[config.mk]
export PLATFORM = sky130hd
export DESIGN_NAME = addsub_arbiter
export DESIGN_NICKNAME = d
export VERILOG_FILES = /design/src/rtl/addsub_arbiter.sv
export SDC_FILE = /design/constraint.sdc
export NUM_CORES = 1
export LEC_CHECK = 0
export CAP_MARGIN = 20
export CORE_MARGIN = 1
export CORE_UTILIZATION = 35
export CTS_CLUSTER_DIAMETER = 200
export CTS_CLUSTER_SIZE = 28
export DETAILED_ROUTE_END_ITERATION = 16
export DONT_BUFFER_PORTS = 1
export HOLD_SLACK_MARGIN = 0.1
export PLACE_DENSITY = 0.58
export REMOVE_ABC_BUFFERS = 1
export SYNTH_ARGS = -nofsm -noshare
export SYNTH_HDL_FRONTEND = slang
export SYNTH_SLANG_ARGS = --single-unit
[constraint.sdc]
create_clock -name clk -period 2.5 [get_ports clk]
set_input_delay 0.5 -clock clk [delete_from_list [all_inputs] [get_ports clk]]
set_output_delay 0.5 -clock clk [all_outputs]
set_load 0.05 [all_outputs]
[src/rtl/addsub_arbiter.sv]
// Two-requester round-robin front end sharing one 4-bit add/sub slice, one nibble per cycle.
// Optional build macro ADDSUB_ARB_SAT_EN clamps overflowing results to the signed limit.
module addsub_arbiter #(
  parameter int NIB = 2
) (
  input  logic             clk,
  input  logic             rst,
  input  logic             req0_valid,
  output logic             req0_ready,
  input  logic [4*NIB-1:0] req0_a,
  input  logic [4*NIB-1:0] req0_b,
  input  logic             req0_sub,
  input  logic             req1_valid,
  output logic             req1_ready,
  input  logic [4*NIB-1:0] req1_a,
  input  logic [4*NIB-1:0] req1_b,
  input  logic             req1_sub,
  output logic             rsp_valid,
  input  logic             rsp_ready,
  output logic [4*NIB-1:0] rsp_y,
  output logic             rsp_cout,
  output logic             rsp_ovf,
  output logic             rsp_id
);

  localparam int W  = 4 * NIB;
  localparam int IW = (NIB > 1) ? $clog2(NIB) : 1;

  typedef enum logic [1:0] {
    IDLE = 2'd0,
    EXEC = 2'd1,
    DONE = 2'd2
  } state_t;

  state_t          state;
  logic            prio;
  logic [IW-1:0]   idx;
  logic            carry;
  logic [W-1:0]    a_r;
  logic [W-1:0]    b_r;
  logic            sub_r;
  logic            id_r;
  logic [W-1:0]    y_r;

  logic            any_valid;
  logic            grant;
  logic            accept;
  logic [3:0]      a_nib;
  logic [3:0]      b_nib;
  logic [4:0]      nib_sum;
  logic [W-1:0]    y_next;
  logic            ovf_next;
  logic [W-1:0]    y_final;

  // A lone valid requester always wins; a tie goes to whoever is owed a turn.
  always_comb begin
    any_valid = req0_valid | req1_valid;
    grant     = 1'b0;
    if (req0_valid && !req1_valid) begin
      grant = 1'b0;
    end else if (req1_valid && !req0_valid) begin
      grant = 1'b1;
    end else if (req0_valid && req1_valid) begin
      grant = prio;
    end
  end

  assign req0_ready = (state == IDLE) && any_valid && !grant;
  assign req1_ready = (state == IDLE) && any_valid && grant;
  assign accept     = (req0_valid && req0_ready) || (req1_valid && req1_ready);

  // One ripple slice: the current nibble plus the carry held over from the previous one.
  always_comb begin
    a_nib   = a_r[{idx, 2'b00} +: 4];
    b_nib   = b_r[{idx, 2'b00} +: 4] ^ {4{sub_r}};
    nib_sum = {1'b0, a_nib} + {1'b0, b_nib} + {4'b0000, carry};
    y_next  = y_r;
    y_next[{idx, 2'b00} +: 4] = nib_sum[3:0];
    ovf_next = (a_r[W-1] == (b_r[W-1] ^ sub_r)) && (y_next[W-1] != a_r[W-1]);
`ifdef ADDSUB_ARB_SAT_EN
    if (ovf_next) begin
      y_final = a_r[W-1] ? {1'b1, {(W-1){1'b0}}} : {1'b0, {(W-1){1'b1}}};
    end else begin
      y_final = y_next;
    end
`else
    y_final = y_next;
`endif
  end

  // Response fields are loaded on the final nibble so they sit still for the whole of DONE.
  always_ff @(posedge clk or posedge rst) begin
    if (rst) begin
      state     <= IDLE;
      prio      <= 1'b0;
      idx       <= '0;
      carry     <= 1'b0;
      a_r       <= '0;
      b_r       <= '0;
      sub_r     <= 1'b0;
      id_r      <= 1'b0;
      y_r       <= '0;
      rsp_valid <= 1'b0;
      rsp_y     <= '0;
      rsp_cout  <= 1'b0;
      rsp_ovf   <= 1'b0;
      rsp_id    <= 1'b0;
    end else begin
      case (state)
        IDLE: begin
          if (accept) begin
            a_r   <= grant ? req1_a : req0_a;
            b_r   <= grant ? req1_b : req0_b;
            sub_r <= grant ? req1_sub : req0_sub;
            carry <= grant ? req1_sub : req0_sub;
            id_r  <= grant;
            idx   <= '0;
            state <= EXEC;
          end
        end
        EXEC: begin
          y_r   <= y_next;
          carry <= nib_sum[4];
          if (idx == IW'(NIB - 1)) begin
            idx       <= '0;
            state     <= DONE;
            rsp_valid <= 1'b1;
            rsp_y     <= y_final;
            rsp_cout  <= nib_sum[4];
            rsp_ovf   <= ovf_next;
            rsp_id    <= id_r;
          end else begin
            idx <= idx + IW'(1);
          end
        end
        DONE: begin
          if (rsp_ready) begin
            rsp_valid <= 1'b0;
            prio      <= ~rsp_id;
            state     <= IDLE;
          end
        end
        default: begin
          state <= IDLE;
        end
      endcase
    end
  end

endmodule
==> results of run 1 <==
[flip-flops by register name, summed over array words and instances, names as in the netlist, 2 cells and up]
register and count:
b_r 8, rsp_y 8, y_r 4, a_r 8, state 2
[cell type report]
class | instances | area, µm² | share of cell area [%]
Clock buffer | 6 | 72.6 | 3.60
Tap cell | 70 | 87.6 | 4.35
Timing Repair Buffer | 6 | 45.0 | 2.24
Sequential cell | 39 | 976 | 48.4
Inverter | 23 | 86.3 | 4.29
Multi-Input combinational cell | 95 | 747 | 37.1
[power by group through the flow]
stage	registers [µW]	logic [µW]	clock network, µW
2_1_floorplan	1420	1230	0
3_3_place_gp	1480	1500	0
3_5_place_dp	1490	1620	0
4_1_cts	1480	1620	397
5_1_grt	1520	1810	429
6_report	1470	1600	385
[worst max path at each step]
stage	endpoint	cells after the start
CTS	carry	8
detailed placement	carry	8
global route	carry	8
floorplan	rsp_cout	8
global placement	carry	8
finish	carry	8
[per-layer routing]
metal  routed length [µm]  part of all wire [%]
met5                    0                     0
met4                   31                  0.81
met3                  283                   7.4
met2                 1810                    47
met1                 1710                    45
[layout by cell type, fill, tap and decap left out, types with 4 or more instances in the layout]
cell	instances
mux2_2	10
o21ai_0	11
inv_1	23
mux2i_1	5
nand2_1	13
a21oi_1	4
a222oi_1	16
clkbuf_8	5
xnor2_1	4
dfrtp_1	39
buf_4	6
[critical path, delay by kind of cell (launching register included)]
| family | cells | cell delay, ns |
|---|---|---|
| flip-flops | 1 | 0.48 |
| AO/OA/AOI/OAI | 3 | 0.54 |
| multiplexers | 1 | 0.26 |
| XOR/XNOR | 1 | 0.22 |
| buffers and inverters | 1 | 0.05 |
| adder cells (fa/ha/maj) | 2 | 0.62 |
[through the flow]
stage          std cells  util, %  setup WS, ns  instance area (µm²)
6_report             239     39.2         0.202                 2010
5_1_grt              239     39.2       0.00847                 2010
4_1_cts              239     39.2         0.202                 2010
3_5_place_dp         233     37.8         0.217                 1940
3_3_place_gp         233     37.8         0.299                 1940
2_1_floorplan        157        -         0.335                 1810
[kinds of logic after synthesis]
logic type / synth area share, %
buffers and inverters: 8.69
AO/OA/AOI/OAI: 16.4
AND/OR/NAND/NOR: 7.69
flip-flops: 51.7
multiplexers: 8.62
XOR/XNOR: 2.79
adder cells (fa/ha/maj): 4.11
==> flow_metrics.env, run 1 <==
export IMPL_status="finished clean"
export IMPL_r2r_start="idx"
export IMPL_crit_slowest_cell="dfrtp_1"
export IMPL_vdd_drop_max_uv=536
export IMPL_synth_edf_count=0
export IMPL_syn_area_per_cell_um2=11.2
export IMPL_reg2reg_setup_slack_ns=0.20
export IMPL_ys_warn_count=0
export IMPL_grt_max_degree=40
export IMPL_vias=1285
export IMPL_layout_min_cycle_time_ns=2.30
export IMPL_die_y_um=75.4
export IMPL_hpwl_um=2900
export IMPL_ctsHtreeMaxLevel=2
export IMPL_grt_overflow=0
export IMPL_start_util_pct=36.7
export IMPL_max_freq_ghz=0.435
export IMPL_antenna_found_initial=0
export IMPL_period_share_pct=91.9
export IMPL_synth_seq_cells=39
export IMPL_clockBufferDepth=2
export IMPL_synth_area_leaders="dfrtp_1 (52%), a222oi_1 (8.5%), mux2_2 (6.0%)"
export IMPL_rows=26
export IMPL_hold_buffers=0
export IMPL_met3_usage_pct=5.82
export IMPL_grt_use_total_pct=14.8
export IMPL_tightest_slew_ns=0.508
export IMPL_clkSinkCount=39
export IMPL_setup_violations=0
export IMPL_clk_pin_slew_worst_paths_ns=0.07
export IMPL_post_cts_resized=0
export IMPL_grt_pass1_vias=1309
export IMPL_design_core_area_um2=5140
export IMPL_intPower_uw=1880
export IMPL_cts_tree="done"
export IMPL_async_flop_share_pct=100
export IMPL_synth_common_cells="dfrtp_1 (39), inv_1 (23), a222oi_1 (16), nand2_1 (13), o21ai_0 (11)"
export IMPL_ios=53
export IMPL_via_per_inst=5.38
export IMPL_finClkSkew_ns=0.00465
export IMPL_syn_to_final_growth_pct=6.76
export IMPL_cp_end_kind="flop"
export IMPL_route_detailed_drc=0
export IMPL_drive_gt1_share_pct=13.0
export IMPL_p_switching_uw=1580
export IMPL_hold_ws_ns=0.215
export IMPL_yosys_area_top_type="dfrtp_1"
export IMPL_die_w_um=75.4
export IMPL_dr_pass1_iters=5
export IMPL_drt_total_wl_um=3830
export IMPL_use_met2_pct=24.9
export IMPL_numCtsBuffers=5
export IMPL_port_buffers=0
export IMPL_startpoint_type="flop"
export IMPL_cp_max_fo=6
export IMPL_static_leakage_power_uw=0.000973
export IMPL_cts_root_buf="clkbuf_8"
export IMPL_ys_types=34
export IMPL_nFillCells=528
export IMPL_yosysMostFrequentCell="dfrtp_1"
export IMPL_grt_met1_usage_pct=17.4
export IMPL_netlist_area_um2=1890
export IMPL_powerDensity_nw_per_um2=1720
export IMPL_nNetsFinal=214
export IMPL_seqPwrFrac_pct=42.6
export IMPL_max_stage_delay_ns=0.48
export IMPL_finalPower_uw=3460
export IMPL_crit_path_start="idx"
export IMPL_r2r_cells=8
export IMPL_finalHoldViolCount=0
export IMPL_crit_path_frequent_cell="fa_1"
export IMPL_path_cells="mux2i_1 -> xor2_1 -> fa_1 -> inv_1 -> fa_1 -> a21o_1 -> a21oi_1 -> a22oi_1"
export IMPL_required_ns=2.65
export IMPL_setup_tns_ns=0
export IMPL_cap_violations=0
export IMPL_rsz0062_at_grt="false"
export IMPL_netlist_area_leader_share_pct=51.7
export IMPL_grt_pass1_wl_um=6170
export IMPL_synth_ff_type="dfrtp_1"
export IMPL_swShare_pct=45.7
export IMPL_combPwrFrac_pct=46.3
export IMPL_timing_max_transition_violations_final=0
export IMPL_ant_nets=0
export IMPL_route_detailed_wl_per_inst_um=16.0
export IMPL_crit_arrival_ns=2.45
export IMPL_hold_class="input pin to async pin"
export IMPL_max_slew_margin_rel_pct=66.1
export IMPL_p_clk_share_pct=11.1
export IMPL_postCtsSetupRepairBufs=0
export IMPL_place_congestion=0.778
export IMPL_ys_seq_area_share_pct=51.7
export IMPL_dr_first_iter_drc_count=73
export IMPL_r2r_end="carry"
export IMPL_clkLatencyLatePin_ns=0.28
export IMPL_insertedDiodeCount=0
export IMPL_syn_inst=168
export IMPL_dieArea_um2=5690
export IMPL_top_usage_layer="met2"
export IMPL_critPathKind="flop to flop"
No activity file was read; power rests on OpenSTA's default activity.
==> run 2: changes to the inputs <==
--- a/config.mk
+++ b/config.mk
@@ -6,7 +6,6 @@
 export NUM_CORES = 1
 export LEC_CHECK = 0
 export CAP_MARGIN = 20
-export CORE_MARGIN = 1
 export CORE_UTILIZATION = 35
 export CTS_CLUSTER_DIAMETER = 200
 export CTS_CLUSTER_SIZE = 28
==> results of run 2 <==
No change in the layout: final DEF, timing and power equal those of run 1.
